File: config.mk
export PLATFORM = sky130hd
export DESIGN_NAME = rs232_rx_nbytes
export DESIGN_NICKNAME = d
export VERILOG_FILES = /design/src/rtl/rs232_pkg.sv /design/src/rtl/rs232_rx_sync.sv /design/src/rtl/rs232_rx_nbytes.sv
export SDC_FILE = /design/constraint.sdc
export NUM_CORES = 1
export LEC_CHECK = 0
export ABC_CLOCK_PERIOD_IN_PS = 3170
export CORE_AREA = 2 2 141 143
export CTS_CLUSTER_DIAMETER = 80
export DETAILED_ROUTE_END_ITERATION = 16
export DIE_AREA = 0 0 143 145
export SETUP_SLACK_MARGIN = 0.05
export SYNTH_ARGS = -nofsm -noshare
export SYNTH_HDL_FRONTEND = slang
export SYNTH_SLANG_ARGS = --single-unit
File: constraint.sdc
create_clock -name clk -period 3.17 [get_ports clk]
set_input_delay 0.634 -clock clk [delete_from_list [all_inputs] [get_ports clk]]
set_output_delay 0.634 -clock clk [all_outputs]
set_load 0.02 [all_outputs]
File: src/rtl/rs232_pkg.sv
// Definitions shared by the RS232 transmitter and receiver: FSM state encoding
// and the default bit period, so both ends of the link agree.
package rs232_pkg;

  typedef enum logic [2:0] {
    IDLE      = 3'd0,
    START     = 3'd1,
    DATA      = 3'd2,
    STOP      = 3'd3,
    WAIT_HIGH = 3'd4
  } rs232_state_t;

  localparam logic [15:0] RS232_DEFAULT_BAUD = 16'h28B0;

endpackage

File: src/rtl/rs232_rx_sync.sv
// Two-flop synchronizer for the asynchronous serial input; resets to the idle
// (high) line level so a reset never looks like a start bit.
module rs232_rx_sync (
  input  logic clk,
  input  logic reset,
  input  logic din,
  output logic dout
);

  logic meta_reg;
  logic sync_reg;

  always_ff @(posedge clk) begin
    if (reset) begin
      meta_reg <= 1'b1;
      sync_reg <= 1'b1;
    end else begin
      meta_reg <= din;
      sync_reg <= meta_reg;
    end
  end

  assign dout = sync_reg;

endmodule

File: src/rtl/rs232_rx_nbytes.sv
// RS232 receiver: samples 8N1-style frames mid-bit and reassembles n bytes of
// N bits into one packet word, flagging each byte, packet completion and framing errors.
module rs232_rx_nbytes
  import rs232_pkg::*;
#(
  parameter int          n         = 8,
  parameter int          N         = 8,
  parameter int          mlb       = 0,
  parameter logic [15:0] BAUD_RATE = RS232_DEFAULT_BAUD
) (
  input  logic           clk,
  input  logic           reset,
  input  logic           Rs232_Rxd,
  output logic [N*n-1:0] data_out,
  output logic [N-1:0]   rx_byte,
  output logic           rx_byte_valid,
  output logic           rx_done_flag,
  output logic           frame_error,
  output logic           rx_busy
);

  localparam int BYTE_W = (n > 1) ? $clog2(n) : 1;
  localparam int BIT_W  = (N > 1) ? $clog2(N) : 1;

  localparam logic [15:0]       BAUD_LAST = BAUD_RATE - 16'd1;
  localparam logic [15:0]       HALF_LAST = (BAUD_RATE >> 1) - 16'd1;
  localparam logic [BIT_W-1:0]  BIT_FIRST = (mlb != 0) ? '0 : BIT_W'(N - 1);
  localparam logic [BIT_W-1:0]  BIT_LAST  = (mlb != 0) ? BIT_W'(N - 1) : '0;
  localparam logic [BYTE_W-1:0] BYTE_LAST = BYTE_W'(n - 1);

  logic rxd_s;

  rs232_rx_sync u_sync (
    .clk   (clk),
    .reset (reset),
    .din   (Rs232_Rxd),
    .dout  (rxd_s)
  );

  rs232_state_t      state_reg;
  logic [15:0]       clk_count_reg;
  logic [BIT_W-1:0]  bit_idx_reg;
  logic [BYTE_W-1:0] byte_idx_reg;
  logic [N-1:0]      shift_reg;
  logic [N*n-1:0]    pkt_reg;
  logic [N*n-1:0]    data_out_reg;
  logic [N-1:0]      rx_byte_reg;
  logic              rx_byte_valid_reg;
  logic              rx_done_reg;
  logic              frame_error_reg;
  logic [N*n-1:0]    assembled;

  // Partial packet with the byte just shifted in dropped into its slot;
  // the first byte of a packet occupies the most significant slot.
  always_comb begin
    assembled = pkt_reg;
    assembled[(BYTE_LAST - byte_idx_reg) * N +: N] = shift_reg;
  end

  always_ff @(posedge clk) begin
    if (reset) begin
      state_reg         <= IDLE;
      clk_count_reg     <= '0;
      bit_idx_reg       <= '0;
      byte_idx_reg      <= '0;
      shift_reg         <= '0;
      pkt_reg           <= '0;
      data_out_reg      <= '0;
      rx_byte_reg       <= '0;
      rx_byte_valid_reg <= 1'b0;
      rx_done_reg       <= 1'b0;
      frame_error_reg   <= 1'b0;
    end else begin
      rx_byte_valid_reg <= 1'b0;
      rx_done_reg       <= 1'b0;
      frame_error_reg   <= 1'b0;

      case (state_reg)
        IDLE: begin
          clk_count_reg <= '0;
          if (!rxd_s) state_reg <= START;
        end

        // Re-check the start bit at its midpoint to reject short glitches.
        START: begin
          if (clk_count_reg == HALF_LAST) begin
            clk_count_reg <= '0;
            if (!rxd_s) begin
              state_reg   <= DATA;
              bit_idx_reg <= BIT_FIRST;
            end else begin
              state_reg <= IDLE;
            end
          end else begin
            clk_count_reg <= clk_count_reg + 16'd1;
          end
        end

        DATA: begin
          if (clk_count_reg == BAUD_LAST) begin
            clk_count_reg          <= '0;
            shift_reg[bit_idx_reg] <= rxd_s;
            if (bit_idx_reg == BIT_LAST) begin
              state_reg <= STOP;
            end else if (mlb != 0) begin
              bit_idx_reg <= bit_idx_reg + 1'b1;
            end else begin
              bit_idx_reg <= bit_idx_reg - 1'b1;
            end
          end else begin
            clk_count_reg <= clk_count_reg + 16'd1;
          end
        end

        STOP: begin
          if (clk_count_reg == BAUD_LAST) begin
            clk_count_reg <= '0;
            if (rxd_s) begin
              rx_byte_reg       <= shift_reg;
              rx_byte_valid_reg <= 1'b1;
              pkt_reg           <= assembled;
              state_reg         <= IDLE;
              if (byte_idx_reg == BYTE_LAST) begin
                data_out_reg <= assembled;
                rx_done_reg  <= 1'b1;
                byte_idx_reg <= '0;
              end else begin
                byte_idx_reg <= byte_idx_reg + 1'b1;
              end
            end else begin
              frame_error_reg <= 1'b1;
              byte_idx_reg    <= '0;
              state_reg       <= WAIT_HIGH;
            end
          end else begin
            clk_count_reg <= clk_count_reg + 16'd1;
          end
        end

        // A low stop bit may be a break; wait for the line to return idle.
        WAIT_HIGH: begin
          clk_count_reg <= '0;
          if (rxd_s) state_reg <= IDLE;
        end

        default: state_reg <= IDLE;
      endcase
    end
  end

  assign data_out      = data_out_reg;
  assign rx_byte       = rx_byte_reg;
  assign rx_byte_valid = rx_byte_valid_reg;
  assign rx_done_flag  = rx_done_reg;
  assign frame_error   = frame_error_reg;
  assign rx_busy       = (state_reg != IDLE);

endmodule

Word level (Yosys, flattened, before mapping)
Cells that the tools add are included.
{"block": "totals", "regBits": 174, "inputBits": 3, "output_inout_bits": 76, "wordCells": 82}
{"block": "classes", "addsub": 5, "order_cmp": 2, "eq_ne": 15, "n_shift": 2, "muxes": 26, "bitwise": 3, "reduce_logical": 16}
{"operator": "bitwise mux 64 bit", "count": 1}
{"operator": "variable shift 8 x 34 -> 64 bit, first input constant", "count": 1}
{"operator": "indexed part select 8 x 34 -> 64 bit", "count": 1}
{"operator": "case mux 16 bit (3 select lines)", "count": 1}
{"operator": "2-to-1 mux 3 bit", "count": 13}
{"operator": "negator 32 -> 34 bit", "count": 1}
{"operator": "2-to-1 mux 16 bit", "count": 2}
{"operator": "adder 16 x 1 -> 16 bit, second input constant", "count": 1}
{"operator": "equality test 16 x 13 -> 1 bit, second input constant", "count": 1}
{"operator": "equality test 16 x 14 -> 1 bit, second input constant", "count": 1}
{"operator": "case mux 3 bit (5 select lines)", "count": 1}
{"operator": "!= test 2 bit, second input constant", "count": 7}
{"operator": "bitwise mux 8 bit", "count": 1}
{"operator": "equality test 3 x 2 -> 1 bit, second input constant", "count": 2}
{"operator": "equality test 3 bit, second input constant", "count": 2}
{"operator": "logical NOT 3 bit", "count": 2}
{"operator": "case mux 3 bit (2 select lines)", "count": 1}
{"operator": "AND reduction 6 bit", "count": 1}
{"operator": "nonzero test 3 bit", "count": 2}
{"operator": "AND reduction 5 bit", "count": 1}
{"operator": "< comparator 3 x 4 -> 1 bit, second input constant", "count": 1}
{"operator": "2-to-1 mux 1 bit", "count": 4}
{"operator": "AND reduction 2 bit", "count": 2}
{"operator": "AND reduction 4 bit", "count": 1}
{"operator": "other kinds (15)", "count": 18}

Depth between registers and ports, before layout
{"block": "logic_depth", "word_depth": 5, "depth_mapped": 9, "ltp_nobuf": 7}

By module
From an unflattened synthesis, not the netlist that was laid out.
{"block": "hier_totals", "cells_unflattened": 791, "hier_area_um2": 7368.3}
{"mod": "rs232_rx_nbytes", "instances": 1, "cells_each": 787, "area_each_um2": 7315.8, "seq_area_each_um2": 3443.3}
{"mod": "rs232_rx_sync", "instances": 1, "cells_each": 4, "area_each_um2": 52.6, "seq_area_each_um2": 40.0}

Worst setup path before layout
OpenSTA, ideal clock, no wires.
{"block": "synth_timing", "path_kind": "register to register", "from": "register byte_idx_reg[0]", "to": "register pkt_reg[0]", "setup_time_ps": 128, "arrival_ps": 2369, "required_ps": 3042, "setup_slack_ps": 673, "stages_incl_launch_ff": 8, "path_buffers": 1, "period_less_slack_ps": 2497, "path_cell_list": "dfxtp_1 > ha_1 > ha_1 > or4_1 > buf_1 > nor3_4 > mux2i_1 > nor2_1"}
{"block": "synth_between", "elab_chain_cells": 4, "elab_cells_between_ends": 5, "cone_classes": "add/sub: 2; shift: 2; mux: 1"}
{"item": "start, declared", "line_no": "rs232_rx_nbytes.sv:43", "rtl": "logic [BYTE_W-1:0] byte_idx_reg;"}
{"item": "start signal, assigned", "line_no": "rs232_rx_nbytes.sv:128", "rtl": "byte_idx_reg <= byte_idx_reg + 1'b1;"}
{"item": "subtractor 3 x 3 -> 4 bit (*)", "line_no": "rs232_rx_nbytes.sv:57", "rtl": "assembled[(BYTE_LAST - byte_idx_reg) * N +: N] = shift_reg;"}
{"item": "negator 32 -> 34 bit (*)", "line_no": "rs232_rx_nbytes.sv:57"}
{"item": "indexed part select 8 x 34 -> 64 bit / variable shift 8 x 34 -> 64 bit (equally long branches)", "line_no": "rs232_rx_nbytes.sv:57"}
{"item": "bitwise mux 64 bit (*)", "line_no": "rs232_rx_nbytes.sv:57"}
{"item": "end signal, assigned", "line_no": "rs232_rx_nbytes.sv:121", "rtl": "pkt_reg <= assembled;"}
{"item": "end, declared", "line_no": "rs232_rx_nbytes.sv:45", "rtl": "logic [N*n-1:0] pkt_reg;"}
Mark *: on every way between the ends. The rest lies on a longest branch, timed or not.
A chain may end at the register's enable or synchronous reset.

Worst setup path in the final report
{"block": "layout_timing", "from": "register clk_count_reg[8]", "to": "register pkt_reg[40]"}
{"block": "layout_between", "elab_chain_cells": 2}
{"item": "start, declared", "line_no": "rs232_rx_nbytes.sv:41", "rtl": "logic [15:0] clk_count_reg;"}
{"item": "start signal, assigned", "line_no": "rs232_rx_nbytes.sv:95", "rtl": "clk_count_reg <= clk_count_reg + 16'd1;"}
{"item": "start signal, assigned", "line_no": "rs232_rx_nbytes.sv:111", "rtl": "clk_count_reg <= clk_count_reg + 16'd1;"}
{"item": "start signal, assigned", "line_no": "rs232_rx_nbytes.sv:136", "rtl": "clk_count_reg <= clk_count_reg + 16'd1;"}
{"item": "equality test 16 x 14 -> 1 bit", "line_no": "rs232_rx_nbytes.sv:116", "rtl": "if (clk_count_reg == BAUD_LAST) begin"}
{"item": "AND reduction 3 bit (no line)"}
No other way between the ends.

==> metrics.yaml <==
dp.final_hpwl_um: 11400
synth_cell_types: 52
crit_fanout: 8
antenna_found_initial: 0
main_combinational_cell_family_by_area_after_synthesis: "simple AND/OR/NAND/NOR gates"
ys_warn_count: 0
grt_start_max_net_pins: 115
starting_density_of_the_core: 0.393
setup_viol: 0
synth_seq_cells: 174
clock_sinks: 174
cts_setup_buffers: 0
vdd_ir_drop_max_v: 0.000375
critical_path_class: "reg -> reg"
detailed_place.area_um2: 8620
cts_hold_buffers: 0
worstPathArrival_ns: 3.04
core_area_um2: 19200
status: "finished, final reports clean"
synth_simple_gate_area_share: 0.226
rr_endpoint: "pkt_reg[40]$_SDFFE_PP0P_"
cts_root_buf: "clkbuf_16"
hp-start: "u_sync.meta_reg$_SDFF_PP1_"
relSlewSlack: 0.561
minimum_clock_period_after_layout_ns: 2.73
postLayoutCellArea_um2: 9170
share_of_cells_above_drive_strength_1: 0.0789
first_pass_iters: 4
synth_area_per_cell_um2: 8.93
area_share_of_the_leading_cell_type_in_the_synthesized_netlist: 0.461
setup.worst_path.end_class: "flop"
drtIter0Drc: 294
post_drt_via_cell_ratio: 4.98
static-leakage-power_uw: 0.00322
antenna_cells: 0
finClkSkew_ns: 0.00842
cts.repair.resized: 0
hold_path_depth: 1
tritoncts_buffers: 17
via_count: 5861
finalCritPeriodShare: 0.862
synthMostInstantiatedCell: "dfxtp_1"
clock_tree_from_tritoncts: "yes"
fin_tns_setup_ns: 0
ff2ff_path_depth: 6
avgRoutedWirePerCell_um: 14.7
clockBufferDepth: 2
slew_violations: 0
clock.fmax_mhz: 366
rsz0062_at_grt: "no"
crit_reg_reg_startpoint: "clk_count_reg[8]$_SDFFE_PP0P_"
rows: 51
ys_top_cells_by_area: "dfxtp_1, mux2i_1, nor2_1, nand2_1, a211oi_1"
synth_edf_count: 0
antenna_violation_net_count_after_detailed_routing: 0
worst_ep_required_time_ns: 3.47
hold-path-endpoint: "u_sync.dout$_SDFF_PP1_"
cellPowerDensity_nw_per_um2: 457
design.final.nets: 908
synth_ff_type: "dfxtp_1"
synthMuxAreaShare: 0.156
synth_top_cells_by_count: "dfxtp_1, nor2_1, mux2i_1"
hold_path.class: "reg -> reg"
ctsHtreeMaxLevel: 4
worst-r2r-setup-slack_ns: 0.44
synthAdderAreaFrac: 0.00994
design.portCount: 79
route.detailed.drc: 0
grt_first_pass_wirelength_um: 28200
final_estimated_routing_congestion_in_global_placement: 0.803
total_count_of_hold_check_failures_in_the_final_report: 0
numPortBuffers: 78
grt_pass1_vias: 5419
insertion_delay_ns: 0.43
tightest_slew_ns: 0.658
drv.max_cap_violation_count: 0
die_area_um2: 20700
drt_wl_total_um: 17300
clock_pin_slew_on_the_worst_setup_and_hold_paths_ns: 0.07
area_growth_pct: 21.3
synth_compound_area_frac: 0.0921
synth.largest_area_cell: "dfxtp_1"
yosys.area_share.xor_xnor: 0.0174
synthesis.area_um2: 7560
critical_path.startpoint_type: "flop"
syn-instance-count: 846
net_count_synth: 855
globalRoute.totalOverflow: 0
globalRouteTotalUtil: 0.169
chipWidth_um: 143
register_area_share_after_synthesis: 0.461
chipHeight_um: 145
asyncSetResetFlopFracSynth: 0
==> cell usage in the layout, fill, tap and decap left out, types with 4 or more instances in the layout <==
master,n
nor4_1,5
and2_1,13
o21ai_0,22
inv_1,6
nand4b_1,4
clkdlybuf4s50_1,77
dfxtp_1,174
nor3_4,6
mux2i_1,118
nand2b_1,6
or2_2,4
nor2b_1,11
ha_1,6
nand3_1,5
clkbuf_16,17
clkinv_2,5
a21oi_1,33
nand4_1,11
xor2_1,5
nor2_1,149
a211oi_1,44
nor3_1,7
xnor2_1,10
nand2_1,98
buf_4,20
==> cell type report <==
cell class / count / area (µm²)
Sequential cell: 174 / 3480
Tap cell: 265 / 332
Clock inverter: 12 / 85.1
Multi-Input combinational cell: 600 / 3810
Fill cell: 1894 / 10000
Clock buffer: 20 / 457
Timing Repair Buffer: 100 / 981
Inverter: 6 / 22.5
==> through the flow <==
stage                     hold WS (ns)  total power [µW]  worst slack, ns  cells   util
after floorplan                  0.389              2280            0.673    846      -
after global placement           0.395              2290            0.490   1145  0.449
after detailed placement         0.395              2290            0.455   1145  0.449
after CTS                        0.410              4230            0.436   1177  0.477
after global routing             0.420              4310            0.297   1177  0.477
final                            0.411              4190            0.437   1177  0.477
==> power breakdown <==
| part | internal [µW] | switching [µW] |
|---|---|---|
| clock network | 1050 | 898 |
| registers | 2190 | 2.50 |
| logic | 11.7 | 41.4 |
| total | 3250 | 941 |
==> worst max-delay path, cell delays in order (launching register included) <==
cell and delay (ns):
dfxtp_1 0.36, or4_4 0.56, or4_1 0.65, buf_12 0.22, nor3_4 0.48, mux2i_1 0.26, nor2_1 0.06
==> worst max path at each step <==
| stage | start | depth (start not counted) | slack, ns | to |
|---|---|---|---|---|
| after floorplan | byte_idx_reg[0]$_SDFFE_PP0P_ | 7 | 0.67 | pkt_reg[0]$_SDFFE_PP0P_ |
| after global placement | clk_count_reg[8]$_SDFFE_PP0P_ | 6 | 0.49 | pkt_reg[44]$_SDFFE_PP0P_ |
| after detailed placement | clk_count_reg[8]$_SDFFE_PP0P_ | 6 | 0.46 | pkt_reg[41]$_SDFFE_PP0P_ |
| after CTS | clk_count_reg[8]$_SDFFE_PP0P_ | 6 | 0.44 | pkt_reg[40]$_SDFFE_PP0P_ |
| after global routing | clk_count_reg[8]$_SDFFE_PP0P_ | 6 | 0.30 | pkt_reg[52]$_SDFFE_PP0P_ |
| final | clk_count_reg[8]$_SDFFE_PP0P_ | 6 | 0.44 | pkt_reg[40]$_SDFFE_PP0P_ |
==> cell families (layout without fill, tap and decap cells) <==
| group | after synthesis | in the layout |
|---|---|---|
| flip-flops | 174 | 174 |
| multiplexers | 118 | 118 |
| XOR/XNOR | 15 | 15 |
| AND/OR/NAND/NOR | 351 | 351 |
| adder cells (fa/ha/maj) | 6 | 6 |
| buffers and inverters | 72 | 138 |
| AO/OA/AOI/OAI | 110 | 110 |
==> layer usage <==
layer / share of wire / wire [µm] / global-route usage / up-vias
met5: 0 / 0 / 0 / -
met4: 0.014 / 241 / 0.0510 / 0
met2: 0.42 / 7270 / 0.247 / 120
met3: 0.039 / 667 / 0.0366 / 15
li1: - / - / - / 3021
met1: 0.53 / 9080 / 0.249 / 2705
Power figures use the tool's default switching activity.
==> RTL edit: new RTL, config.mk and constraints unchanged <==
Put one more register stage on the output `data_out`, without a reset. The value now appears one clock later. The other outputs are not delayed to match.
--- a/src/rtl/rs232_rx_nbytes.sv
+++ b/src/rtl/rs232_rx_nbytes.sv
@@ -150,3 +150,5 @@
 
-  assign data_out      = data_out_reg;
+  always_ff @(posedge clk) begin
+    data_out <= data_out_reg;
+  end
   assign rx_byte       = rx_byte_reg;
Function: no difference found for any inputs over 4 cycles, from zero or initial values and one cycle with reset high; that may be too few to reach the edited logic, so the function may still have changed.
==> RTL edit against the unedited design <==
Routed wire length increased by 14%. Setup slack improved by 0.10 ns. Design area increased by 19%. Non-clock buffer count decreased by 2. Total power increased by 44%. Clock power increased by 54%. Largest power group unchanged. Critical path type unchanged. Synthesized area increased by 21%. Sequential cell count increased by 64. First-iteration DRC count increased by 0.68%.
==> RTL edit: results (changes against the unedited design) <==
* DR iter-0 viols: 296 (was 294)
* Synth cell types: 62 (was 52)
- Slowest-stage cell, CP: sky130_fd_sc_hd__or4b_2 (was sky130_fd_sc_hd__or4_1)
* Multiplexer share of the synthesized area: 0.1246 (was 0.1563)
* Total GRT Usage: 0.1923 (was 0.1692)
* Worst setup endpoint: pkt_reg[47]$_SDFFE_PP0P_ (was pkt_reg[40]$_SDFFE_PP0P_)
* Detailed-routed wire length on met2: 8413 um (was 7274 um)
* Layout Nets: 1043 (was 908)
* Crit path DAT: 3.01 ns (was 3.04 ns)
- Drt first pass iters: 5 (was 4)
- The wire length of the first global-routing pass came to 32580 um (was 28210 um).
* Start point of the worst hold path: data_out_reg[21]$_SDFFE_PP0P_ (was u_sync.meta_reg$_SDFF_PP1_)
* Clock buffer count from CTS: 24 (was 17)
* Outcome: completed (unchanged)
- The xor/xnor cell area share of the yosys netlist is 0.01440 (was 0.01739).
- Clock latency at the later pin of the worst-skew pair: 0.51 ns (was 0.43 ns)
- Post-synthesis net count: 973 (was 855)
- Layout Skew: 0.01219 ns (was 0.008424 ns)
* Met3 global-route usage: 0.03201 (was 0.03663)
* GR Util met2: 0.2816 (was 0.2467)
* Max incr delay on CP: 0.84 ns (was 0.65 ns)
- The HPWL after detailed placement was 13110 um (was 11350 um).
- The H-tree depth reported by CTS came to 1 (was 4).
* Adder-cell share of the synthesized area: 0.008230 (was 0.009935)
- The buffer levels on the longest clock path was 3 (was 2).
- M1 WL: 10070 um (was 9076 um)
- Total Routed Length: 19700 um (was 17260 um)
- Compound-cell area share of the yosys netlist: 0.06735 (was 0.09207)
- The fraction of final layout cells sized beyond drive strength 1 came to 0.1302 (was 0.07895).
## RTL edit: final cells by class
cell class | count | area [um^2]
clock inverter | 9 | 131.4
sequential | 238 | 4765
inverter | 8 | 30.03
tap | 265 | 331.6
multi-input combinational | 664 | 4009
timing repair buffer | 98 | 940.9
fill | 1747 | 8277
clock buffer | 35 | 723.2
## RTL edit: power by group
group | total (uW) | internal, uW | switching [uW]
clock network | 2980 | 1830 | 1150
registers | 2990 | 2990 | 2.52
logic | 54.2 | 12.2 | 42.0
total | 6020 | 4830 | 1190
## RTL edit: metrics by stage
stage | hold slack, ns | power (uW) | instances | util | setup WS (ns)
final | 0.3491 | 6025 | 1317 | 0.5691 | 0.5380
after global routing | 0.3463 | 6221 | 1317 | 0.5691 | 0.3719
after CTS | 0.3419 | 6092 | 1317 | 0.5691 | 0.5437
after detailed placement | 0.3370 | 3116 | 1273 | 0.5246 | 0.5599
after global placement | 0.3368 | 3117 | 1273 | 0.5246 | 0.5797
after floorplan | 0.3306 | 3104 | 964 | - | 0.7285
